## src/rtl/rc4_pkg.sv

```systemverilog
// Shared types for the RC4 encryption core: FSM states, swap phases
// and key byte selection.
package rc4_pkg;

   localparam int KEY_BYTES = 3;

   typedef logic [7:0] byte_t;

   typedef enum logic [4:0] {
      IDLE,
      INIT,
      KSA_RD_I,
      KSA_WT_I,
      KSA_RD_J,
      KSA_WT_J,
      KSA_WR_I,
      KSA_WR_J,
      P_RD_I,
      P_WT_I,
      P_RD_J,
      P_WT_J,
      P_WR_I,
      P_WR_J,
      P_RD_F,
      P_WT_F,
      P_WR_C,
      DONE
   } state_t;

   typedef enum logic [2:0] {
      SW_NONE,
      SW_RD_I,
      SW_WT_I,
      SW_RD_J,
      SW_WT_J,
      SW_WR_I,
      SW_WR_J
   } swap_ph_t;

   // byte0 is the most significant byte of the 24-bit key
   function automatic byte_t key_byte(
      input logic [8*KEY_BYTES-1:0] key,
      input logic [1:0]             idx
   );
      case (idx)
         2'd0:    return key[23:16];
         2'd1:    return key[15:8];
         default: return key[7:0];
      endcase
   endfunction

endpackage

```

## src/rtl/rc4_swap_unit.sv

```systemverilog
// Read S[i], read S[j], write swapped values back; owns j, si and sj.
// Shared by the KSA and PRGA phases of rc4_encrypt_core.
module rc4_swap_unit
   import rc4_pkg::*;
(
   input  logic     clk,
   input  logic     reset,
   input  swap_ph_t ph,
   input  byte_t    i,
   input  byte_t    j_add,
   input  logic     j_clr,
   input  byte_t    s_q,
   output byte_t    si,
   output byte_t    sj,
   output byte_t    s_address,
   output byte_t    s_data,
   output logic     s_wren
);

   byte_t j;

   // RAM data is captured as each wait state exits
   always_ff @(posedge clk or posedge reset) begin
      if (reset) begin
         j  <= '0;
         si <= '0;
         sj <= '0;
      end else begin
         if (j_clr)
            j <= '0;
         else if (ph == SW_WT_I)
            j <= j + s_q + j_add;
         if (ph == SW_WT_I)
            si <= s_q;
         if (ph == SW_WT_J)
            sj <= s_q;
      end
   end

   always_comb begin
      s_address = '0;
      s_data    = '0;
      s_wren    = 1'b0;
      case (ph)
         SW_RD_I, SW_WT_I: s_address = i;
         SW_RD_J, SW_WT_J: s_address = j;
         SW_WR_I: begin
            s_address = i;
            s_data    = sj;
            s_wren    = 1'b1;
         end
         SW_WR_J: begin
            s_address = j;
            s_data    = si;
            s_wren    = 1'b1;
         end
         default: ;
      endcase
   end

endmodule

```

## src/rtl/rc4_encrypt_core.sv

```systemverilog
// RC4 encryption engine: identity init, KSA and PRGA on an external S-RAM.
// Optional RC4_CHECKSUM_EN adds ct_checksum, the XOR of this run's ciphertext.
module rc4_encrypt_core
   import rc4_pkg::*;
#(
   parameter int MSG_LEN = 32,
   parameter int MSG_AW  = 5
)
(
   input  logic              clk,
   input  logic              reset,
   input  logic              start,
   input  logic [23:0]       secret_key,
   output logic              busy,
   output logic              done,
   output logic [7:0]        s_address,
   output logic [7:0]        s_data,
   output logic              s_wren,
   input  logic [7:0]        s_q,
   output logic [MSG_AW-1:0] pt_address,
   input  logic [7:0]        pt_q,
   output logic [MSG_AW-1:0] ct_address,
   output logic [7:0]        ct_data,
   output logic              ct_wren
`ifdef RC4_CHECKSUM_EN
   ,
   output logic [7:0]        ct_checksum
`endif
);

   localparam logic [MSG_AW-1:0] K_LAST = MSG_AW'(MSG_LEN - 1);

   state_t              state;
   state_t              state_nxt;
   byte_t               i;
   logic [MSG_AW-1:0]   k;
   logic [23:0]         key;
   byte_t               ct_byte;

   swap_ph_t            ph;
   logic                in_ksa;
   logic [1:0]          kidx;
   byte_t               sw_i;
   byte_t               j_add;
   logic                j_clr;
   byte_t               si;
   byte_t               sj;
   byte_t               sw_address;
   byte_t               sw_data;
   logic                sw_wren;

   assign in_ksa = state inside {KSA_RD_I, KSA_WT_I, KSA_RD_J,
                                 KSA_WT_J, KSA_WR_I, KSA_WR_J};
   assign kidx   = 2'(i % 8'd3);
   assign j_add  = in_ksa ? key_byte(key, kidx) : 8'd0;
   assign sw_i   = (state == P_RD_I) ? i + 8'd1 : i;
   assign j_clr  = (state == IDLE) || (state == INIT) ||
                   ((state == KSA_WR_J) && (i == 8'hFF));

   always_comb begin
      ph = SW_NONE;
      case (state)
         KSA_RD_I, P_RD_I: ph = SW_RD_I;
         KSA_WT_I, P_WT_I: ph = SW_WT_I;
         KSA_RD_J, P_RD_J: ph = SW_RD_J;
         KSA_WT_J, P_WT_J: ph = SW_WT_J;
         KSA_WR_I, P_WR_I: ph = SW_WR_I;
         KSA_WR_J, P_WR_J: ph = SW_WR_J;
         default:          ph = SW_NONE;
      endcase
   end

   rc4_swap_unit u_swap (
      .clk       (clk),
      .reset     (reset),
      .ph        (ph),
      .i         (sw_i),
      .j_add     (j_add),
      .j_clr     (j_clr),
      .s_q       (s_q),
      .si        (si),
      .sj        (sj),
      .s_address (sw_address),
      .s_data    (sw_data),
      .s_wren    (sw_wren)
   );

   always_ff @(posedge clk or posedge reset) begin
      if (reset)
         state <= IDLE;
      else
         state <= state_nxt;
   end

   always_ff @(posedge clk or posedge reset) begin
      if (reset) begin
         i       <= '0;
         k       <= '0;
         key     <= '0;
         ct_byte <= '0;
      end else begin
         case (state)
            IDLE: begin
               if (start) begin
                  key <= secret_key;
                  i   <= '0;
                  k   <= '0;
               end
            end
            INIT, KSA_WR_J, P_RD_I: i <= i + 8'd1;
            P_WT_F:  ct_byte <= s_q ^ pt_q;
            P_WR_C:  k <= k + 1'b1;
            default: ;
         endcase
      end
   end

   always_comb begin
      state_nxt = state;
      case (state)
         IDLE:     if (start) state_nxt = INIT;
         INIT:     if (i == 8'hFF) state_nxt = KSA_RD_I;
         KSA_RD_I: state_nxt = KSA_WT_I;
         KSA_WT_I: state_nxt = KSA_RD_J;
         KSA_RD_J: state_nxt = KSA_WT_J;
         KSA_WT_J: state_nxt = KSA_WR_I;
         KSA_WR_I: state_nxt = KSA_WR_J;
         KSA_WR_J: state_nxt = (i == 8'hFF) ? P_RD_I : KSA_RD_I;
         P_RD_I:   state_nxt = P_WT_I;
         P_WT_I:   state_nxt = P_RD_J;
         P_RD_J:   state_nxt = P_WT_J;
         P_WT_J:   state_nxt = P_WR_I;
         P_WR_I:   state_nxt = P_WR_J;
         P_WR_J:   state_nxt = P_RD_F;
         P_RD_F:   state_nxt = P_WT_F;
         P_WT_F:   state_nxt = P_WR_C;
         P_WR_C:   state_nxt = (k == K_LAST) ? DONE : P_RD_I;
         DONE:     state_nxt = IDLE;
         default:  state_nxt = IDLE;
      endcase
   end

   always_comb begin
      busy       = (state != IDLE);
      done       = (state == DONE);
      s_address  = '0;
      s_data     = '0;
      s_wren     = 1'b0;
      pt_address = '0;
      ct_address = '0;
      ct_data    = '0;
      ct_wren    = 1'b0;
      unique case (1'b1)
         state == INIT: begin
            s_address = i;
            s_data    = i;
            s_wren    = 1'b1;
         end
         (state == P_RD_F) || (state == P_WT_F): begin
            s_address  = si + sj;
            pt_address = k;
         end
         state == P_WR_C: begin
            ct_address = k;
            ct_data    = ct_byte;
            ct_wren    = 1'b1;
         end
         default: begin
            s_address = sw_address;
            s_data    = sw_data;
            s_wren    = sw_wren;
         end
      endcase
   end

`ifdef RC4_CHECKSUM_EN
   always_ff @(posedge clk or posedge reset) begin
      if (reset)
         ct_checksum <= '0;
      else if ((state == IDLE) && start)
         ct_checksum <= '0;
      else if (state == P_WR_C)
         ct_checksum <= ct_checksum ^ ct_byte;
   end
`endif

endmodule

```

## config.mk

```make
export PLATFORM = sky130hd
export DESIGN_NAME = rc4_encrypt_core
export DESIGN_NICKNAME = d
export VERILOG_FILES = /design/src/rtl/rc4_pkg.sv /design/src/rtl/rc4_swap_unit.sv /design/src/rtl/rc4_encrypt_core.sv
export SDC_FILE = /design/constraint.sdc
export NUM_CORES = 1
export LEC_CHECK = 0
export ABC_CLOCK_PERIOD_IN_PS = 8700
export BUFFER_PORTS_ARGS = -buffer_cell sky130_fd_sc_hd__buf_2
export CAP_MARGIN = 20
export CORE_AREA = 2 2 98 100
export DETAILED_ROUTE_END_ITERATION = 7
export DIE_AREA = 0 0 100 102
export PLACE_DENSITY = 0.85
export SYNTH_ARGS = -nofsm -noshare
export SYNTH_HDL_FRONTEND = slang
export SYNTH_HIERARCHICAL = 1
export SYNTH_SLANG_ARGS = --single-unit
```

## constraint.sdc

```tcl
create_clock -name clk -period 8.7 [get_ports clk]
set_input_delay 1.74 -clock clk [delete_from_list [all_inputs] [get_ports clk]]
set_output_delay 1.74 -clock clk [all_outputs]
set_load 0.03 [all_outputs]
```

=== Word level (Yosys, flattened, before mapping) ===
Memories as Yosys holds them, arrays and structs flattened.
Index checks and enable logic that the tools add are counted.

* $add $sub $neg: 5
* Divide/modulo/power cells: 1
* Equality and inequality tests: 28
* Muxes and demuxes: 25
* Bitwise logic cells: 1
* Reductions and logical operators: 20

{| class="wikitable"
|+ Operators by type and width
! kind !! count
|-
| $pmux 5 s17 || 1
|-
| $pmux 8 s2 || 5
|-
| $mux 8 || 6
|-
| $eq 5x4->1 const B || 8
|-
| $mux 5 || 6
|-
| $add 8x8->8 || 3
|-
| $pmux 8 s3 || 1
|-
| $eq 5x3->1 const B || 4
|-
| $eq 5x5->1 const B || 3
|-
| $eq 5x2->1 const B || 2
|-
| $pmux 5 s2 || 1
|-
| $eq 3x3->1 const B || 3
|-
| $reduce_or 3->1 || 3
|-
| $add 8x1->8 const B || 1
|-
| $eq 8x8->1 const B || 1
|-
| $mod 8x2->8 const B || 1
|-
| $reduce_and 2->1 || 4
|-
| $xor 8x8->8 || 1
|-
| $eq 3x2->1 const B || 2
|-
| $reduce_bool 2->1 || 3
|-
| $reduce_bool 6->1 || 1
|-
| $add 5x1->5 const B || 1
|-
| $eq 5x1->1 const B || 1
|-
| $logic_not 5->1 || 1
|-
| 13 further kinds || 17
|}

* Register bits: 74
* ROM bits: 48
* Input port bits: 43
* Output and inout port bits: 38
* Logic and storage cells: 89
* Memories: 1

{| class="wikitable"
|+ Memories
! name !! depth !! bits a word !! rd ports !! clocked after memory_dff !! write ports !! line !! RTL
|-
| (no name shown) || 16 || 3 || 1 || 0 || 0 || rc4_encrypt_core.sv:62 || <nowiki>case (state)</nowiki>
|}

=== Logic depth before layout (Yosys ltp) ===
Gate-level depths: netlist of run 1.

* Depth in word-level cells: 7
* Gate-level depth with buffers: 30
* Mapped depth without buffers: 25

=== Hierarchy ===
Netlist of run 1, hierarchy kept.

{| class="wikitable"
|+ Modules (own cells, without submodules)
! module !! times used !! cells an instance !! area each (µm²) !! sequential area each (µm²)
|-
| rc4_encrypt_core || 1 || 486 || 4021.4 || 1251.2
|-
| rc4_swap_unit || 1 || 167 || 1612.8 || 600.6
|}

=== Worst setup path before layout of run 1 ===
No wires, ideal clock.

* Kind: flip-flop to flip-flop
* Start point: register i[4]
* End point: register u_swap.j[7]
* Arrival: 5.640 ns
* Required time: 8.575 ns
* Path slack: 2.936 ns
* Cell stages (with the launch flop): 29
* Buffers on the path: 4
* Period minus slack after synthesis: 5.764 ns
* Cells stage by stage: dfrtp_1 buf_6 buf_2 and3b_1 a211o_1 a32o_1 nor2_1 inv_1 ha_1 or3_1 buf_6 nor3_1 nor2_1 ha_1 inv_1 o211ai_1 o21ai_4 and2_4 buf_6 a211oi_1 fa_1 ha_1 inv_1 fa_1 nand2b_1 a21oi_1 o22ai_1 mux2i_1 mux2_2

* Word-level cells in the longest chain between the ends: 7
* Elaborated cells between the ends (all ways): 12
* Those cells by class: add/sub: 1; div: 1; eq/ne: 2; mux: 4; reduce/logical: 4

{| class="wikitable"
|+ Ends and longest elaborated chain
! element !! line !! RTL
|-
| from (decl) || rc4_encrypt_core.sv:35 || <nowiki>byte_t i;</nowiki>
|-
| from (signal assigned) || rc4_encrypt_core.sv:110 || <nowiki>INIT, KSA_WR_J, P_RD_I: i <= i + 8'd1;</nowiki>
|-
| $mod 8x2->8 (*) || rc4_encrypt_core.sv:54 || <nowiki>assign kidx = 2'(i % 8'd3);</nowiki>
|-
| $eq 2x1->1 or $logic_not 2->1 (tied branches) || rc4_pkg.sv:45 || <nowiki>case (idx)</nowiki>
|-
| $pmux 8 s2 (*) || rc4_pkg.sv:45 ||
|-
| $mux 8 (*) || rc4_encrypt_core.sv:55 || <nowiki>assign j_add = in_ksa ? key_byte(key, kidx) : 8'd0;</nowiki>
|-
| named net j_add[1] || rc4_encrypt_core.sv:44 || <nowiki>byte_t j_add;</nowiki>
|-
| $add 8x8->8 (*) || rc4_swap_unit.sv:32 || <nowiki>j <= j + s_q + j_add;</nowiki>
|-
| $mux 8 (*) || rc4_swap_unit.sv:31 || <nowiki>else if (ph == SW_WT_I)</nowiki>
|-
| $mux 8 (*) || rc4_swap_unit.sv:29 || <nowiki>if (j_clr)</nowiki>
|-
| to (signal assigned) || rc4_swap_unit.sv:32 ||
|-
| to (decl) || rc4_swap_unit.sv:20 || <nowiki>byte_t j;</nowiki>
|}

The timed path passes the listed nets; every way through them passes the cells marked *. The select of a mux whose other input is x is not followed.
A chain may end at the register's enable or synchronous reset.

=== Final worst setup path of run 1 ===
* Start point: register i[3]
* End point: register u_swap.j[7]

Same word-level chain as after synthesis.

==> results of run 1 <==
## routing by layer
layer  wire length (um)  GRT usage, %  share of wire, %
met1               6310          40.2                43
met4                371          9.59               2.5
met2               7250          51.6                49
met5                  0             0                 0
met3                895          4.38               6.0
## cell families (layout without fill, tap and decap cells)
group                    Yosys count  in the layout  synth area share (%)
flip-flops                        74             74                  32.9
AO/OA/AOI/OAI                    159            159                  19.2
multiplexers                      37             37                  7.33
XOR/XNOR                          31             31                  4.82
adder cells (fa/ha/maj)           34             34                  8.75
buffers and inverters             68            127                  5.64
AND/OR/NAND/NOR                  250            250                  21.4
## Yosys cell counts (all sizes together), types with 3 or more instances
cell,n,area (sq um)
o211ai,5,51.3
nand2,108,408
mux2,34,383
and3,6,37.5
xnor2,22,193
nor3,5,30.0
a22o,11,96.3
xor2,9,78.8
fa,9,180
o211a,3,30.0
dfrtp,74,1850
and2,20,130
nor2b,8,57.6
o21bai,3,22.5
o21ai,47,246
clkbuf,25,95.1
buf,16,121
nand3b,4,30.0
nor4b,3,26.3
nand3,18,90.1
o31ai,4,30.0
a21oi,23,115
mux2i,3,30.0
nor2,53,199
a22oi,23,173
or3,3,18.8
or2,4,25.0
inv,25,93.8
a31oi,3,18.8
ha,25,313
nand2b,7,43.8
a211oi,19,143
## layout make-up
| cell class | count | share of cell area (%) |
|---|---|---|
| Multi-Input combinational cell | 511 | 55.5 |
| Sequential cell | 74 | 29.6 |
| Timing Repair Buffer | 84 | 7.41 |
| Clock buffer | 11 | 2.26 |
| Tap cell | 111 | 2.22 |
| Inverter | 27 | 1.62 |
| Clock inverter | 5 | 1.36 |
## power by group
part           leakage, uW  internal [uW]  switching [uW]
Combinational      0.00197            574             827
Clock             0.000110            171             138
Sequential        0.000902            460             129
Total              0.00298           1210            1090
## registers in the layout, summed over array words and instances (netlist names)
| signal | cells |
|---|---|
| key | 24 |
| ct_byte | 8 |
| i | 8 |
| u_swap/j | 8 |
| u_swap/si | 8 |
| u_swap/sj | 8 |
| k | 5 |
| state | 5 |
## worst min-delay path: stages, from the launching register on
cell,delay [ps]
dfrtp_1,340
nand2_1,40
o21ai_0,60
## per-stage QoR
| step | total power (uW) | cell area [sq um] | std cells | hold WS [ps] |
|---|---|---|---|---|
| CTS | 2280 | 6200 | 821 | 483 |
| floorplan | 1670 | 5630 | 653 | 442 |
| finish | 2300 | 6250 | 823 | 479 |
| global placement | 1890 | 5970 | 805 | 454 |
| detailed placement | 1960 | 5970 | 805 | 465 |
| global route | 2480 | 6250 | 823 | 512 |
## path summary, 6_finish.rpt
kind,from,slack [ps],endpoint,cells after the start
min,ct_byte[0]$_DFFE_PP0P_,480,ct_byte[0]$_DFFE_PP0P_,2
max,i[3]$_DFFE_PP0P_,2210,u_swap/j[7]$_DFFE_PP0P_,24
max in group asynchronous,reset,6560,u_swap/j[1]$_DFFE_PP0P_,2
min reg2reg,ct_byte[0]$_DFFE_PP0P_,480,ct_byte[0]$_DFFE_PP0P_,2
max reg2reg,i[3]$_DFFE_PP0P_,2210,u_swap/j[7]$_DFFE_PP0P_,24
min in group asynchronous,reset,1290,key[1]$_DFFE_PP0P_,2
==> flow_metrics.tcl, run 1 <==
set metrics [dict create \
    layout_common_cells "nand2_1, buf_2, dfrtp_1, nor2_1, o21ai_0" \
    fin_crit_sh_pct 74.5 \
    synth_edf_count 0 \
    cts_buffer_depth 2 \
    cp-start-kind "flip-flop" \
    via_count 5057 \
    status "finished, final reports clean" \
    wl_um 14800 \
    ys_ff_latch 74 \
    post-dp-hpwl_um 11200 \
    power_density_mw_per_mm2 368 \
    tns_ps 0 \
    grt_max_degree 51 \
    yosysSeqAreaShare_pct 32.9 \
    syn_nets 730 \
    finalWorstSetupSlack_ps 2210 \
    ir_drop_mv 0.206 \
    dr.first_iter.drc_count 283 \
    hold_viol 0 \
    final.min_clock_period_ps 6490 \
    dieArea_sq_mm 0.0102 \
    slew_violations 0 \
    place_ws_ps 2300 \
    rsz0062_at_grt "false" \
    nets 784 \
    placementRows 35 \
    leakagePower_uw 0.00298 \
    place_congestion 0.867 \
    wl_per_cell_um 18.0 \
    coreArea_sq_mm 0.00911 \
    cts_sinks 74 \
    ios 81 \
    tightest_slew_ps 904 \
    die_h_um 102 \
    maxCapViolCount 0 \
    clk_latency_ps 360 \
    crit_family "compound AO/OA/AOI/OAI gates" \
    multi_input_area_sq_mm 0.00346 \
    synthDistinctLibCells 65 \
    hold_buffers 0 \
    cts_resized 0 \
    seq_area_sq_mm 0.00185 \
    postRouteAntennaNets 0 \
    drc 0 \
    fill_cells 738 \
    post-route-util_pct 68.6 \
    crit_fanout 14 \
    die_w_um 100 \
    cts_root_buf "clkbuf_8" \
    cp.required_ps 8950 \
    critPathCaptureType "flip-flop" \
    layout_commonest_cell "nand2_1" \
    crit_arrival_ps 6730 \
    max_freq_mhz 154 \
    max-slew-margin-rel_pct 39.5 \
    cts_made_buffers 9 \
    grt_overflow 0 \
    worstSetupPathType "flip-flop to flip-flop" \
    ctsHtreeMaxLevel 3 \
    synth_area_sq_mm 0.00563 \
    critPathBufInv 4 \
    synth_area_per_cell_sq_um 8.63 \
    postCtsSetupRepairBufs 0 \
    grt_first_pass_wirelength_um 23900 \
    areaGrowthSynthToFinish_pct 10.9 \
    drtPass1Iterations 5 \
    synthFlopType "dfrtp_1" \
    fin_skew_ps 14.9 \
    hp-class "flip-flop to flip-flop" \
    port_buffers 80 \
    syn_inst 653 \
    grt_usage_pct 30.2 \
    slowest_stage "dfrtp_1" \
    antenna_found_initial 0 \
    antenna_cells 0 \
    slowest_delay_ps 580 \
    setup_violations 0 \
    clkTransAtPathRegs_ps 80 \
    start_util_pct 61.9 \
    grt_pass1_vias 4771 \
    avgViaCountPerCell 6.14 \
    async_reset_ff_share_pct 100 \
    cts_tree "yes" \
    cp_cell_sequence "clkinv_1 -> a211o_1 -> a32o_1 -> nor2_1 -> inv_1 -> ha_1 -> or3_1 -> nor3_1 -> nor2_1 -> ha_1 -> inv_1 -> o211ai_1 -> o21ai_4 -> and2_4 -> a211oi_1 -> fa_1 -> ha_1 -> inv_1 -> fa_1 -> nand2b_1 -> a21oi_1 -> o22ai_1 -> mux2i_1 -> mux2_2" \
    ys_warn_count 6 \
    layout-drive-gt1-share_pct 20.8 \
]
No activity file was read; power rests on OpenSTA's default activity.
==> run 2, diff against run 1 <==
Settings changed: ABC_CLOCK_PERIOD_IN_PS 8700 to 5750, CORE_AREA 2 2 98 100 to 2 2 107 109, DIE_AREA 0 0 100 102 to 0 0 109 111, PLACE_DENSITY 0.85 to 0.76.
Clock period 8.7 ns to 5.75 ns, I/O delays scaled along.
==> flow_metrics.tcl, run 2 (synthesis results as in run 1) <==
set metrics [dict create \
    max-slew-margin-rel_pct 28.5 \
    ios 81 \
    wl_per_cell_um 18.1 \
    critPathCaptureType "flip-flop" \
    tightest_slew_ps 1070 \
    fill_cells 943 \
    leakagePower_uw 0.00312 \
    layout_commonest_cell "nand2_1" \
    fin_crit_sh_pct 95.3 \
    via_count 5137 \
    place_congestion 0.917 \
    max_freq_mhz 182 \
    pwr-share-comb_pct 60.6 \
    areaGrowthSynthToFinish_pct 16.4 \
    p_sw_share_pct 46.3 \
    antenna_cells 0 \
    crit_family "compound AO/OA/AOI/OAI gates" \
    cts_sinks 74 \
    port_buffers 80 \
    slowest_stage "fa_1" \
    hp-class "flip-flop to flip-flop" \
    drtPass1Iterations 6 \
    worstSetupPathType "flip-flop to flip-flop" \
    grt_max_degree 30 \
    switchingPower_uw 1750 \
    cp.required_ps 5970 \
    coreArea_sq_mm 0.0111 \
    largest_register "key" \
    antenna_found_initial 0 \
    pwr-share-clk_pct 16.3 \
    dieArea_sq_mm 0.0121 \
    maxCapViolCount 0 \
    clk_latency_ps 340 \
    grt_usage_pct 26.9 \
    hold_viol 0 \
    drc 0 \
    ir_drop_mv 0.281 \
    stdcell_count 867 \
    wl_um 15700 \
    start_util_pct 50.9 \
    avgViaCountPerCell 5.93 \
    cp_common_cell "ha_1" \
    dp_cells 848 \
    layout_common_cells "nand2_1, buf_2, dfrtp_1, nor2_1, o21ai_0" \
    grt_first_pass_wirelength_um 25300 \
    slowest_delay_ps 500 \
    cts_tree "yes" \
    dr.first_iter.drc_count 411 \
    grt_pass1_vias 4993 \
    die_h_um 111 \
    crit_arrival_ps 5700 \
    crit_fanout 8 \
    slew_violations 0 \
    largest_register_ff_count 24 \
    internal-power_uw 2030 \
    die_w_um 109 \
    seqPwrFrac_pct 23.1 \
    nets 797 \
    fin_skew_ps 9.20 \
    layout-drive-gt1-share_pct 25.1 \
    grt_overflow 0 \
    placementRows 39 \
    setup_violations 0 \
    critPathBufInv 3 \
    power_density_mw_per_mm2 577 \
    cts_root_buf "clkbuf_16" \
    post-dp-hpwl_um 11500 \
    final.min_clock_period_ps 5480 \
    hold_buffers 0 \
    postRouteAntennaNets 0 \
    clkTransAtPathRegs_ps 70 \
    cp-start-kind "flip-flop" \
    cp_cell_sequence "and3b_1 -> a211o_1 -> a32o_2 -> nor2_4 -> inv_1 -> ha_1 -> or3_4 -> nor3_2 -> nor2_1 -> ha_1 -> inv_1 -> o211ai_1 -> buf_4 -> a211oi_1 -> nor2_1 -> a211oi_2 -> fa_1 -> ha_1 -> o21ai_0 -> a21oi_2 -> o22ai_2 -> mux2i_1 -> mux2_2" \
    ctsHtreeMaxLevel 3 \
    tns_ps 0 \
    cts_buffer_depth 2 \
    status "finished, final reports clean" \
    cts_made_buffers 9 \
]
## run 2: timing repair
| item | 4_1_cts | 5_1_grt |
|---|---|---|
| setup buffers | 2 | 1 |
| setup endpoints to repair | 1 | 4 |
| pin swaps | 1 | 7 |
| gates resized for setup | 1 | 19 |
## run 2: area by class of cell
class | count | area, sq um | area share [%]
clock inverter | 5 | 78.8 | 1.20
multi-input combinational | 511 | 3540 | 54.0
timing repair buffer | 97 | 561 | 8.54
tap | 143 | 179 | 2.73
sequential | 74 | 1860 | 28.3
clock buffer | 10 | 239 | 3.64
inverter | 27 | 101 | 1.54
## run 2: worst paths after layout
path | slack, ps | endpoint | from | depth (start not counted)
worst max-delay path | 270 | u_swap/j[7]$_DFFE_PP0P_ | i[3]$_DFFE_PP0P_ | 23
worst min-delay path | 470 | ct_byte[6]$_DFFE_PP0P_ | ct_byte[6]$_DFFE_PP0P_ | 2
worst max register to register | 270 | u_swap/j[7]$_DFFE_PP0P_ | i[3]$_DFFE_PP0P_ | 23
worst min register to register | 470 | ct_byte[6]$_DFFE_PP0P_ | ct_byte[6]$_DFFE_PP0P_ | 2
max in group asynchronous | 4160 | u_swap/sj[1]$_DFFE_PP0N_ | reset | 2
min in group asynchronous | 860 | ct_byte[7]$_DFFE_PP0P_ | reset | 2
## run 2: through the flow
step                area [sq um]  total power, uW  setup slack (ps)  hold slack [ps]  utilization, %
floorplan                   5640             2530              45.6              442               -
global route                6560             4050             -8.81              499            59.2
detailed placement          6110             3000             -27.3              463            55.2
finish                      6560             3790               268              474            59.2
CTS                         6450             3640              9.93              477            58.3
global placement            6090             2890               220              456            55.0
## run 2: power by group through the flow
stage               registers (uW)  logic (uW)  clock network (uW)
global route                   899        2510                 641
global placement               866        2020                   0
floorplan                      804        1730                   0
finish                         876        2290                 617
detailed placement             879        2120                   0
CTS                            870        2160                 617
## run 2: worst min-delay path, cell delays in order, from the launching register on
cell and delay [ps]:
dfrtp_1 340, nand2_1 40, o21ai_0 60
## run 2: routing by layer
metal  global-route usage [%]  wire [um]  vias to the layer above  share of wire [%]
met1                     36.5       6750                     2498                 43
met4                     10.8        483                        0                3.1
met5                        0          0                        -                  0
li1                         -          -                     2420                  -
met2                     42.9       7600                      182                 49
met3                     3.94        825                       37                5.3
